### src/rtl/tcp_segment_tx_if.sv
// Bundle of the payload-in, send-request and segment-out signals of the TCP
// transmit segment builder. The slave side is the builder itself.
`ifndef MII_DATA_WIDTH
`define MII_DATA_WIDTH 4
`endif

interface tcp_segment_tx_if;
  logic                       i_data_vld;
  logic [`MII_DATA_WIDTH-1:0] i_data;
  logic                       o_data_ready;
  logic                       i_send_req;
  logic [31:0]                i_seq_num;
  logic [31:0]                i_ack_num;
  logic [5:0]                 i_flags;
  logic [15:0]                i_window;
  logic                       o_busy;
  logic                       o_segment_req;
  logic                       i_segment_gnt;
  logic                       o_segment_vld;
  logic [`MII_DATA_WIDTH-1:0] o_segment_data;
  logic [15:0]                o_segment_len_b;
  logic [31:0]                o_dst_ip;
  logic                       o_done;

  modport slave (
    input  i_data_vld, i_data, i_send_req, i_seq_num, i_ack_num, i_flags,
           i_window, i_segment_gnt,
    output o_data_ready, o_busy, o_segment_req, o_segment_vld,
           o_segment_data, o_segment_len_b, o_dst_ip, o_done
  );

  modport master (
    output i_data_vld, i_data, i_send_req, i_seq_num, i_ack_num, i_flags,
           i_window, i_segment_gnt,
    input  o_data_ready, o_busy, o_segment_req, o_segment_vld,
           o_segment_data, o_segment_len_b, o_dst_ip, o_done
  );
endinterface

### src/rtl/tcp_segment_tx.sv
// TCP transmit segment builder for a single client socket.
// Buffers payload nibbles, accumulates the one's-complement checksum while
// they arrive, then on request finishes the checksum and streams
// header + payload as an MSB-first nibble stream.
//
// state | meaning
// ------+----------------------------------------------------------
// IDLE  | accepting payload nibbles, waiting for a send request
// CSUM  | 20 cycles folding pseudo-header, header and odd byte into sum
// REQ   | requesting the IP-layer slot, waiting for grant
// HDR   | streaming the 40 header nibbles
// PAY   | streaming the 2N buffered payload nibbles
`ifndef MII_DATA_WIDTH
`define MII_DATA_WIDTH 4
`endif

module tcp_segment_tx #(
  parameter logic [31:0] FPGA_IP       = 32'hC0A80100,
  parameter logic [15:0] FPGA_PORT     = 16'h5487,
  parameter logic [31:0] TWSE_IP       = 32'hEA006464,
  parameter logic [15:0] TWSE_PORT     = 16'h2714,
  parameter int          MAX_PAYLOAD_B = 64
) (
  input  logic              i_sys_clk,
  input  logic              i_rst,
  tcp_segment_tx_if.slave   seg
);

  localparam int BUF_NIB = 2 * MAX_PAYLOAD_B;
  localparam int AW      = $clog2(BUF_NIB);
  localparam int CW      = AW + 1;
  localparam int IDX_W   = AW + 1;

  typedef enum logic [2:0] {
    S_IDLE,
    S_CSUM,
    S_REQ,
    S_HDR,
    S_PAY
  } state_t;

  state_t state_q, state_d;

  logic [IDX_W-1:0] idx_q, idx_d;
  logic             vld_q, vld_d;
  logic [3:0]       data_q, data_d;
  logic             req_q, req_d;
  logic             done_q, done_d;
  logic             busy_q, busy_d;

  logic [3:0]       buf_mem [BUF_NIB];
  logic [CW-1:0]    nib_cnt_q;
  logic [CW-1:0]    cnt_eff;
  logic [11:0]      word_sr_q;
  logic [15:0]      acc_q;
  logic [AW-1:0]    n_bytes_q;
  logic [31:0]      seq_q;
  logic [31:0]      ack_q;
  logic [5:0]       flags_q;
  logic [15:0]      win_q;
  logic [15:0]      len_q;

  logic             full;
  logic             data_ready;
  logic             wr_en;
  logic             accept;
  logic [IDX_W-1:0] pay_last;
  logic [IDX_W-1:0] idx_nxt;
  logic [7:0]       pend_byte;
  logic [15:0]      csum_word;
  logic [159:0]     hdr_vec;

  function automatic logic [15:0] ones_add(input logic [15:0] a, input logic [15:0] b);
    logic [16:0] s;
    s = {1'b0, a} + {1'b0, b};
    return s[15:0] + {15'd0, s[16]};
  endfunction

  assign full       = (nib_cnt_q == CW'(BUF_NIB));
  assign data_ready = (state_q == S_IDLE) && !full && !i_rst;
  assign wr_en      = seg.i_data_vld && data_ready;
  assign accept     = (state_q == S_IDLE) && seg.i_send_req;
  assign cnt_eff    = nib_cnt_q + CW'(wr_en);
  assign pay_last   = {n_bytes_q, 1'b0} - IDX_W'(1);
  assign idx_nxt    = idx_q + IDX_W'(1);
  assign pend_byte  = {buf_mem[pay_last[AW-1:0] - AW'(1)], buf_mem[pay_last[AW-1:0]]};

  // Header image; the checksum field carries the finished sum once CSUM is over.
  assign hdr_vec = {FPGA_PORT, TWSE_PORT, seq_q, ack_q, 4'h5, 4'h0, 2'b00, flags_q,
                    win_q, ~acc_q, 16'h0000};

  assign seg.o_data_ready    = data_ready;
  assign seg.o_busy          = busy_q;
  assign seg.o_segment_req   = req_q;
  assign seg.o_segment_vld   = vld_q;
  assign seg.o_segment_data  = data_q;
  assign seg.o_segment_len_b = len_q;
  assign seg.o_dst_ip        = TWSE_IP;
  assign seg.o_done          = done_q;

  // Word folded into the sum on each CSUM cycle; the checksum field counts as zero.
  always_comb begin
    csum_word = 16'h0000;
    case (int'(idx_q))
      0:       csum_word = FPGA_IP[31:16];
      1:       csum_word = FPGA_IP[15:0];
      2:       csum_word = TWSE_IP[31:16];
      3:       csum_word = TWSE_IP[15:0];
      4:       csum_word = 16'h0006;
      5:       csum_word = len_q;
      6:       csum_word = FPGA_PORT;
      7:       csum_word = TWSE_PORT;
      8:       csum_word = seq_q[31:16];
      9:       csum_word = seq_q[15:0];
      10:      csum_word = ack_q[31:16];
      11:      csum_word = ack_q[15:0];
      12:      csum_word = {4'h5, 4'h0, 2'b00, flags_q};
      13:      csum_word = win_q;
      16:      csum_word = n_bytes_q[0] ? {pend_byte, 8'h00} : 16'h0000;
      default: csum_word = 16'h0000;
    endcase
  end

  // Next-state and next registered-output logic.
  always_comb begin
    state_d = state_q;
    idx_d   = idx_q;
    vld_d   = 1'b0;
    data_d  = 4'h0;
    req_d   = 1'b0;
    done_d  = 1'b0;
    case (state_q)
      S_IDLE: begin
        if (seg.i_send_req) begin
          state_d = S_CSUM;
          idx_d   = '0;
        end
      end
      S_CSUM: begin
        if (int'(idx_q) == 19) begin
          state_d = S_REQ;
          req_d   = 1'b1;
          idx_d   = '0;
        end else begin
          idx_d = idx_nxt;
        end
      end
      S_REQ: begin
        req_d = 1'b1;
        if (seg.i_segment_gnt) begin
          state_d = S_HDR;
          req_d   = 1'b0;
          vld_d   = 1'b1;
          data_d  = hdr_vec[159:156];
          idx_d   = '0;
        end
      end
      S_HDR: begin
        vld_d = 1'b1;
        if (int'(idx_q) >= 39) begin
          idx_d = '0;
          if (n_bytes_q != '0) begin
            state_d = S_PAY;
            data_d  = buf_mem[0];
          end else begin
            state_d = S_IDLE;
            vld_d   = 1'b0;
            done_d  = 1'b1;
          end
        end else begin
          idx_d  = idx_nxt;
          data_d = hdr_vec[(39 - int'(idx_nxt)) * 4 +: 4];
        end
      end
      S_PAY: begin
        vld_d = 1'b1;
        if (idx_q == pay_last) begin
          state_d = S_IDLE;
          vld_d   = 1'b0;
          done_d  = 1'b1;
          idx_d   = '0;
        end else begin
          idx_d  = idx_nxt;
          data_d = buf_mem[idx_nxt[AW-1:0]];
        end
      end
      default: state_d = S_IDLE;
    endcase
    busy_d = (state_d != S_IDLE);
  end

  // FSM state and registered segment-side outputs.
  always_ff @(posedge i_sys_clk) begin
    if (i_rst) begin
      state_q <= S_IDLE;
      idx_q   <= '0;
      vld_q   <= 1'b0;
      data_q  <= 4'h0;
      req_q   <= 1'b0;
      done_q  <= 1'b0;
      busy_q  <= 1'b0;
    end else begin
      state_q <= state_d;
      idx_q   <= idx_d;
      vld_q   <= vld_d;
      data_q  <= data_d;
      req_q   <= req_d;
      done_q  <= done_d;
      busy_q  <= busy_d;
    end
  end

  // Payload storage; contents are don't-care beyond nib_cnt so no reset.
  always_ff @(posedge i_sys_clk) begin
    if (wr_en) begin
      buf_mem[nib_cnt_q[AW-1:0]] <= seg.i_data;
    end
  end

  // Fill count, running checksum and request fields latched on accept.
  always_ff @(posedge i_sys_clk) begin
    if (i_rst) begin
      nib_cnt_q <= '0;
      word_sr_q <= '0;
      acc_q     <= '0;
      n_bytes_q <= '0;
      seq_q     <= '0;
      ack_q     <= '0;
      flags_q   <= '0;
      win_q     <= '0;
      len_q     <= '0;
    end else begin
      if (wr_en) begin
        nib_cnt_q <= nib_cnt_q + CW'(1);
        word_sr_q <= {word_sr_q[7:0], seg.i_data};
        if (nib_cnt_q[1:0] == 2'b11) begin
          acc_q <= ones_add(acc_q, {word_sr_q, seg.i_data});
        end
      end
      if (accept) begin
        seq_q     <= seg.i_seq_num;
        ack_q     <= seg.i_ack_num;
        flags_q   <= seg.i_flags;
        win_q     <= seg.i_window;
        n_bytes_q <= cnt_eff[CW-1:1];
        len_q     <= 16'd20 + 16'(cnt_eff[CW-1:1]);
      end
      if (state_q == S_CSUM) begin
        acc_q <= ones_add(acc_q, csum_word);
      end
      if (done_d) begin
        nib_cnt_q <= '0;
        word_sr_q <= '0;
        acc_q     <= '0;
      end
    end
  end

endmodule

### src/flat_wrapper.sv
// flat-port wrapper written by rule: the top's interface ports become plain ports
module tcp_segment_tx_flat 
#(
  parameter logic [31:0] FPGA_IP       = 32'hC0A80100,
  parameter logic [15:0] FPGA_PORT     = 16'h5487,
  parameter logic [31:0] TWSE_IP       = 32'hEA006464,
  parameter logic [15:0] TWSE_PORT     = 16'h2714,
  parameter int          MAX_PAYLOAD_B = 64
)
  (i_sys_clk, i_rst, seg_i_data_vld, seg_i_data, seg_i_send_req, seg_i_seq_num, seg_i_ack_num, seg_i_flags, seg_i_window, seg_i_segment_gnt, seg_o_data_ready, seg_o_busy, seg_o_segment_req, seg_o_segment_vld, seg_o_segment_data, seg_o_segment_len_b, seg_o_dst_ip, seg_o_done);
  tcp_segment_tx_if seg_i ();
  input  logic i_sys_clk;
  input  logic i_rst;
  input wire logic [$bits(seg_i.i_data_vld)-1:0] seg_i_data_vld;
  input wire logic [$bits(seg_i.i_data)-1:0] seg_i_data;
  input wire logic [$bits(seg_i.i_send_req)-1:0] seg_i_send_req;
  input wire logic [$bits(seg_i.i_seq_num)-1:0] seg_i_seq_num;
  input wire logic [$bits(seg_i.i_ack_num)-1:0] seg_i_ack_num;
  input wire logic [$bits(seg_i.i_flags)-1:0] seg_i_flags;
  input wire logic [$bits(seg_i.i_window)-1:0] seg_i_window;
  input wire logic [$bits(seg_i.i_segment_gnt)-1:0] seg_i_segment_gnt;
  output wire logic [$bits(seg_i.o_data_ready)-1:0] seg_o_data_ready;
  output wire logic [$bits(seg_i.o_busy)-1:0] seg_o_busy;
  output wire logic [$bits(seg_i.o_segment_req)-1:0] seg_o_segment_req;
  output wire logic [$bits(seg_i.o_segment_vld)-1:0] seg_o_segment_vld;
  output wire logic [$bits(seg_i.o_segment_data)-1:0] seg_o_segment_data;
  output wire logic [$bits(seg_i.o_segment_len_b)-1:0] seg_o_segment_len_b;
  output wire logic [$bits(seg_i.o_dst_ip)-1:0] seg_o_dst_ip;
  output wire logic [$bits(seg_i.o_done)-1:0] seg_o_done;
  assign seg_i.i_data_vld = seg_i_data_vld;
  assign seg_i.i_data = seg_i_data;
  assign seg_i.i_send_req = seg_i_send_req;
  assign seg_i.i_seq_num = seg_i_seq_num;
  assign seg_i.i_ack_num = seg_i_ack_num;
  assign seg_i.i_flags = seg_i_flags;
  assign seg_i.i_window = seg_i_window;
  assign seg_i.i_segment_gnt = seg_i_segment_gnt;
  assign seg_o_data_ready = seg_i.o_data_ready;
  assign seg_o_busy = seg_i.o_busy;
  assign seg_o_segment_req = seg_i.o_segment_req;
  assign seg_o_segment_vld = seg_i.o_segment_vld;
  assign seg_o_segment_data = seg_i.o_segment_data;
  assign seg_o_segment_len_b = seg_i.o_segment_len_b;
  assign seg_o_dst_ip = seg_i.o_dst_ip;
  assign seg_o_done = seg_i.o_done;
  tcp_segment_tx #(.FPGA_IP(FPGA_IP), .FPGA_PORT(FPGA_PORT), .TWSE_IP(TWSE_IP), .TWSE_PORT(TWSE_PORT), .MAX_PAYLOAD_B(MAX_PAYLOAD_B)) u_core (.i_sys_clk(i_sys_clk), .i_rst(i_rst), .seg(seg_i));
endmodule
### config.mk
export PLATFORM = sky130hd
export DESIGN_NAME = tcp_segment_tx_flat
export DESIGN_NICKNAME = d
export VERILOG_FILES = /design/src/rtl/tcp_segment_tx_if.sv /design/src/rtl/tcp_segment_tx.sv /design/src/flat_wrapper.sv
export SDC_FILE = /design/constraint.sdc
export NUM_CORES = 1
export LEC_CHECK = 0
export BUFFER_PORTS_ARGS = -buffer_cell sky130_fd_sc_hd__buf_4
export CAP_MARGIN = 10
export CELL_PAD_IN_SITES_DETAIL_PLACEMENT = 1
export CELL_PAD_IN_SITES_GLOBAL_PLACEMENT = 2
export CORE_MARGIN = 2
export CORE_UTILIZATION = 43
export CTS_BUF_LIST = sky130_fd_sc_hd__clkbuf_4
export CTS_CLUSTER_DIAMETER = 80
export DETAILED_ROUTE_END_ITERATION = 12
export PLACE_DENSITY_LB_ADDON = 0.1
export SLEW_MARGIN = 20
export SYNTH_ARGS = -nofsm -noshare
export SYNTH_HDL_FRONTEND = slang
export SYNTH_SLANG_ARGS = --single-unit
### constraint.sdc
create_clock -name i_sys_clk -period 12.85 [get_ports i_sys_clk]
set_clock_uncertainty 0.1 [all_clocks]
set_input_delay 1.9275 -clock i_sys_clk [delete_from_list [all_inputs] [get_ports i_sys_clk]]
set_output_delay 1.9275 -clock i_sys_clk [all_outputs]
set_load 0.01 [all_outputs]
# Yosys cells after proc, flatten, opt, wreduce, memory -nomap -nowiden

Memory sizes are Yosys's and may differ from the RTL's.
Index checks and enable logic that the tools add are counted.
W data, S select, Z words.

Muxes and demuxes: 37
Div/mod/pow operators: 0
Reductions and logical operators: 16
Shift-type cells: 1
Bitwise operators: 1
$mul: 0
Add/sub/neg operators: 11
Order comparisons: 1
Eq/ne operators: 24

Operators by type and width:

| operator              | number |
|---|---|
| $pmux W16 S15         | 1 |
| $shiftx A160 B32 Y4   | 1 |
| $mux W16              | 4 |
| $eq A8 B4 Y1 const B  | 6 |
| $mux W8               | 5 |
| $pmux W8 S5           | 1 |
| $add A16 B16 Y17      | 2 |
| $add A16 B1 Y16       | 2 |
| $eq A8 B3 Y1 const B  | 4 |
| $mux W3               | 7 |
| $add A8 B1 Y8 const B | 2 |
| $eq A8 B2 Y1 const B  | 2 |
| $not A16 Y16          | 1 |
| $pmux W3 S5           | 1 |
| $mux W4               | 3 |
| $pmux W4 S3           | 1 |
| $mux W1               | 11 |
| $sub A6 B8 Y9 const A | 1 |
| $add A5 B7 Y8 const A | 1 |
| $add A8 B1 Y8         | 1 |
| $eq A8 B1 Y1 const B  | 1 |
| $eq A8 B5 Y1 const B  | 1 |
| $eq A8 B6 Y1 const B  | 1 |
| $eq A8 B8 Y1          | 1 |
| other kinds (22)      | 30 |

Memories: 1
ROM bits: 0
Output and inout port bits: 57
Bits in registers: 164
Bits in writable memories: 512
Bits of input ports: 95
Latch bits: 0
Word-level logic and storage cells: 108

Memory list:

| memory         | words | bits a word | read ports | clocked after Yosys merged registers in | wr ports | RTL line             | source |
|---|---|---|---|---|---|---|---|
| u_core.buf_mem | 128   | 4           | 4          | 0                                       | 1        | tcp_segment_tx.sv:51 | `logic [3:0] buf_mem [BUF_NIB];` |

# Logic depth before layout (Yosys ltp)

An unclocked memory read counts as a cell.

Depth in word-level cells: 8
Gate-level depth with buffers: 30
Mapped depth without buffers: 27

# Least setup slack after synthesis

No wires, ideal clock.

Kind: register -> register
Start point: register u_core.n_bytes_q[0]
End point: register u_core.acc_q[14]
Data arrival time: 6.350 ns
Stages on the path, launching flop included: 31
Clock period less this slack: 6.536 ns
Path slack: 6.314 ns
Path buffers: 5
Data required time: 12.664 ns
Cells stage by stage: dfxtp_1 > buf_2 > clkinv_1 > buf_2 > buf_1 > ha_1 > clkbuf_1 > clkbuf_1 > mux4_2 > mux4_2 > mux4_2 > nand2_1 > nand3_1 > ha_1 > inv_1 > nor3_1 > a41oi_1 > o21a_1 > o21ai_0 > a21oi_1 > nor2b_1 > o21ai_0 > nand2b_1 > ha_1 > ha_1 > and2_1 > and3_1 > nand3_1 > nor2_1 > xnor2_1 > a211oi_1

Cells in the longest elaborated chain, start to end: 8
Elaborated cells between the ends (all ways): 15
Classes of those cells: 4 x add/sub; 1 x eq/ne; 7 x mux; 2 x reduce/logical; 1 x memory

Ends and longest elaborated chain:

| element                | RTL line              | source |
|---|---|---|
| start, declared        | tcp_segment_tx.sv:56  | `logic [AW-1:0] n_bytes_q;` |
| start signal, assigned | tcp_segment_tx.sv:245 | `n_bytes_q <= cnt_eff[CW-1:1];` |
| $sub A8 B1 Y8          | tcp_segment_tx.sv:84  | `assign pay_last = {n_bytes_q, 1'b0} - IDX_W'(1);` |
| $sub A7 B1 Y7          | tcp_segment_tx.sv:86  | `assign pend_byte = {buf_mem[pay_last[AW-1:0] - AW'(1)], buf_mem[pay_last[AW-1:0]]};` |
| $mem_v2 Z128 W4        | n/a                   |  |
| $mux W16               | tcp_segment_tx.sv:119 | `16: csum_word = n_bytes_q[0] ? {pend_byte, 8'h00} : 16'h0000;` |
| $pmux W16 S15          | tcp_segment_tx.sv:104 | `case (int'(idx_q))` |
| $add A16 B16 Y17       | tcp_segment_tx.sv:75  | `s = {1'b0, a} + {1'b0, b};` |
| $add A16 B1 Y16        | tcp_segment_tx.sv:76  | `return s[15:0] + {15'd0, s[16]};` |
| $mux W16               | tcp_segment_tx.sv:248 | `if (state_q == S_CSUM) begin` |
| end signal, assigned   | tcp_segment_tx.sv:237 | `acc_q <= ones_add(acc_q, {word_sr_q, seg.i_data});` |
| end signal, assigned   | tcp_segment_tx.sv:249 | `acc_q <= ones_add(acc_q, csum_word);` |
| end, declared          | tcp_segment_tx.sv:55  | `logic [15:0] acc_q;` |

Several ways; a longest one is shown, not always the timed one.
A chain may end at the register's enable or synchronous reset.

# Worst setup path in the final report

Start point: register u_core.n_bytes_q[0]
End point: register u_core.acc_q[15]

The elaborated chain is that of the path after synthesis.

==> impl_metrics.csv <==
group,metric,value,unit
synth,synth_warnings,0,
worst_setup_path,reg2reg_to,"u_core.acc_q[15]",
die,start_util,43.3,%
sta,slew_headroom,30.2,%
finish,drive_above_1_share,30.5,%
worst_setup_path,r2r_slack,4.44,ns
sta,finalHoldViolCount,0,
placement,hpwlAfterDp,86400,µm
pwr,p_leak,12.8,nW
routing,ant_nets,0,
die,coreArea,80200,µm²
die,std_cell_rows,104,
min_path,hold_depth,2,
status,status,"complete, no violations",
clock_network,clock-sinks,666,
min_path,worstHoldEndpoint,"u_core.word_sr_q[9]",
global_routing,track_usage,29.4,%
global_routing,grt_first_pass_wirelength,176000,µm
global_routing,grt_max_degree,84,
global_routing,overflow,0,
clock_network,cts_resized,0,
worst_setup_path,worstSetupEndpointType,"flip-flop",
global_routing,antenna_found_initial,3,
synth,synth_cell_types,92,
sta,setup_tns,0,ns
routing,drcViolationCount,0,
synth,synth.ff_latch_count,666,
routing,vias_per_cell,6.29,
clock_network,cts_tree,"built",
worst_setup_path,start_kind,"flip-flop",
synth,synthArstFlopShare,0,%
worst_setup_path,worst-r2r-cell-count,25,
min_path,hold_path.class,"reg -> reg",
clock_network,clkTransAtPathRegs,0.08,ns
synth,synth_edf_count,512,
finish,nets,2782,
clock_network,cts_buffers,178,
sta,slew_violations,0,
synth,synth_cells,2480,
clock_network,cts-root-buf,"clkbuf_4",
sta,setup_viol,0,
clock_network,htreeDepth,4,
worst_setup_path,crit_required,13.71,ns
global_routing,grt_pass1_vias,25032,
placement,port_buffers,111,
clock_network,hold_buffers,0,
finish,area_growth,11.1,%
sta,period_minus_slack,8.41,ns
die,die_x,288,µm
sta,period_share,65.5,%
worst_setup_path,critPathKind,"reg -> reg",
clock_network,clock_latency,1.02,ns
routing,drt_pass1_iterations,6,
die,dieArea,82900,µm²
routing,totalWireLength,121000,µm
sta,rsz0062_at_grt,"no",
finish,final_util,48.0,%
sta,tightestPinTransition,1.04,ns
min_path,hp-start,"u_core.word_sr_q[9]",
routing,vias,24077,
flow_run,maxCapViolCount,0,
synth,syn_area,34700,µm²
worst_setup_path,worstPathArrival,9.27,ns
die,die_h,288,µm
sta,fmax,0.119,GHz
routing,wl_per_cell,31.6,µm
worst_setup_path,r2r-start,"u_core.n_bytes_q[0]",
clock_network,post_cts_buffers,0,
routing,drt_iter0_markers,2484,
die,io_pins,152,
pwr,ir_drop,0.0892,mV
clock_network,clock_path_buffers,3,
worst_setup_path,crit_fanout,54,
pwr,powerDensity,130,nW/µm²
placement,gp_congestion,0.936,
synth,synth_seq_area_share,53.2,%
synth,synth-main-ff-cell,"edfxtp_1",
synth,synth.avg_cell_area,14.0,µm²
==> worst max-delay path, cell delays in order, from the launching register on <==
cell and delay [ns]:
dfxtp_4 0.89, clkinv_2 0.74, ha_4 0.87, buf_4 0.74, mux4_2 0.42, mux4_2 0.54, mux4_2 0.55, nand2_1 0.14
nand3_1 0.10, ha_1 0.42, inv_1 0.13, nor3_1 0.29, a41oi_1 0.16, o21a_1 0.15, o21ai_0 0.18, a21oi_1 0.13
nor2b_1 0.12, o21ai_0 0.08, nand2b_1 0.13, ha_1 0.19, and3_1 0.24, and4_1 0.26, and3_1 0.23, a31oi_1 0.11
nand3b_1 0.20, a21oi_2 0.13
==> metrics by stage <==
step                      hold WS (ns)  setup WS [ns]  std cells  instance area (µm²)  total power [mW]
final                            0.372           4.44       3825                38500              5.00
after global routing             0.394           3.84       3824                38500              5.19
after CTS                        0.380           4.44       3823                38500              5.04
after detailed placement         0.369           4.45       3515                36300              3.15
after global placement           0.353           4.54       3515                36300              3.14
after floorplan                  0.338           6.31       2518                34800              2.89
==> metal layers <==
metal  vias to the layer above  routed length [µm]  GRT usage, %
met5                         -                   9             0
met4                         2                5050          13.1
met3                       258                8970          5.96
met2                      1269               59700          48.8
met1                     12485               47300          37.5
li1                      10063                   -             -
==> report_power, final <==
part / total [mW] / leakage (nW) / switching [mW] / internal, mW
logic: 0.720 / 5.60 / 0.407 / 0.313
clock network: 1.89 / 1.34 / 0.951 / 0.942
registers: 2.38 / 5.86 / 0.0427 / 2.34
total: 5.00 / 12.8 / 1.40 / 3.60
==> cell usage in the layout, fill, tap and decap left out, types with 40 or more instances in the layout <==
cell type	n
a21oi_1	168
xnor2_1	44
conb_1	40
clkbuf_4	255
nand2_1	303
nor2_1	222
mux4_2	349
edfxtp_1	512
buf_4	154
ha_1	48
dfxtp_1	152
==> sequential cells by signal, summed over array words and instances (netlist names), 6 cells and up <==
signal,flops
u_core.n_bytes_q,7
u_core.acc_q,16
u_core.idx_q,8
u_core.win_q,16
u_core.seg.o_segment_len_b,6
u_core.buf_mem,512
u_core.nib_cnt_q,8
u_core.seq_q,32
u_core.word_sr_q,12
u_core.flags_q,6
u_core.ack_q,32
==> cell type report <==
type	count	area (µm²)
Fill cell	8085	41600
Sequential cell	666	18500
Multi-Input combinational cell	1606	15200
Clock buffer	255	1910
Tap cell	1060	1330
Timing Repair Buffer	154	1160
Clock inverter	53	315
Inverter	29	110
Antenna cell	2	5.00
==> cells in the mapped netlist (5+ instances only) <==
library cell | number | area (µm²)
a311oi_1 | 8 | 70.1
a31oi_1 | 8 | 50.1
nor2b_1 | 14 | 87.6
a221oi_1 | 13 | 114
nand2_1 | 305 | 1140
nand4_1 | 8 | 50.1
a211oi_1 | 27 | 203
xor2_1 | 29 | 254
inv_1 | 28 | 105
clkbuf_8 | 5 | 68.8
mux4_2 | 349 | 7860
a22oi_1 | 19 | 143
buf_4 | 48 | 360
o211ai_1 | 7 | 52.6
clkbuf_1 | 98 | 368
buf_2 | 49 | 245
and3_1 | 11 | 68.8
xnor2_1 | 47 | 412
mux2i_1 | 16 | 160
buf_1 | 13 | 48.8
dfxtp_1 | 154 | 3080
nor2_1 | 222 | 833
a222oi_1 | 12 | 120
nand2b_1 | 9 | 56.3
o21a_1 | 9 | 67.6
a21o_1 | 10 | 75.1
edfxtp_1 | 512 | 15400
nor4_1 | 10 | 62.6
nand3_1 | 40 | 200
o31ai_1 | 6 | 45.0
o21ai_0 | 33 | 165
nor3_1 | 22 | 110
or4_1 | 5 | 37.5
o22a_1 | 5 | 43.8
and2_1 | 12 | 75.1
ha_1 | 50 | 626
a21oi_1 | 168 | 841
==> cell families after synthesis <==
kind of cell	count (synthesis)	synth area share (%)
AND/OR/NAND/NOR	699	8.91
flip-flops	666	53.2
multiplexers	367	23.2
AO/OA/AOI/OAI	364	6.76
buffers and inverters	246	3.59
XOR/XNOR	84	2.36
adder cells (fa/ha/maj)	52	1.92
other	2	0.0217
==> how the worst max path moves through the flow <==
stage	from	to	slack [ns]	depth (start not counted)
6_report	u_core.n_bytes_q[0]	u_core.acc_q[15]	4.44	25
4_1_cts	u_core.n_bytes_q[0]	u_core.acc_q[15]	4.44	25
2_1_floorplan	u_core.n_bytes_q[0]	u_core.acc_q[14]	6.31	30
3_3_place_gp	u_core.n_bytes_q[0]	u_core.acc_q[14]	4.54	26
5_1_grt	u_core.n_bytes_q[0]	u_core.acc_q[14]	3.84	26
3_5_place_dp	u_core.n_bytes_q[0]	u_core.acc_q[14]	4.45	26
Note: power is estimated with default switching activity, not from simulation.
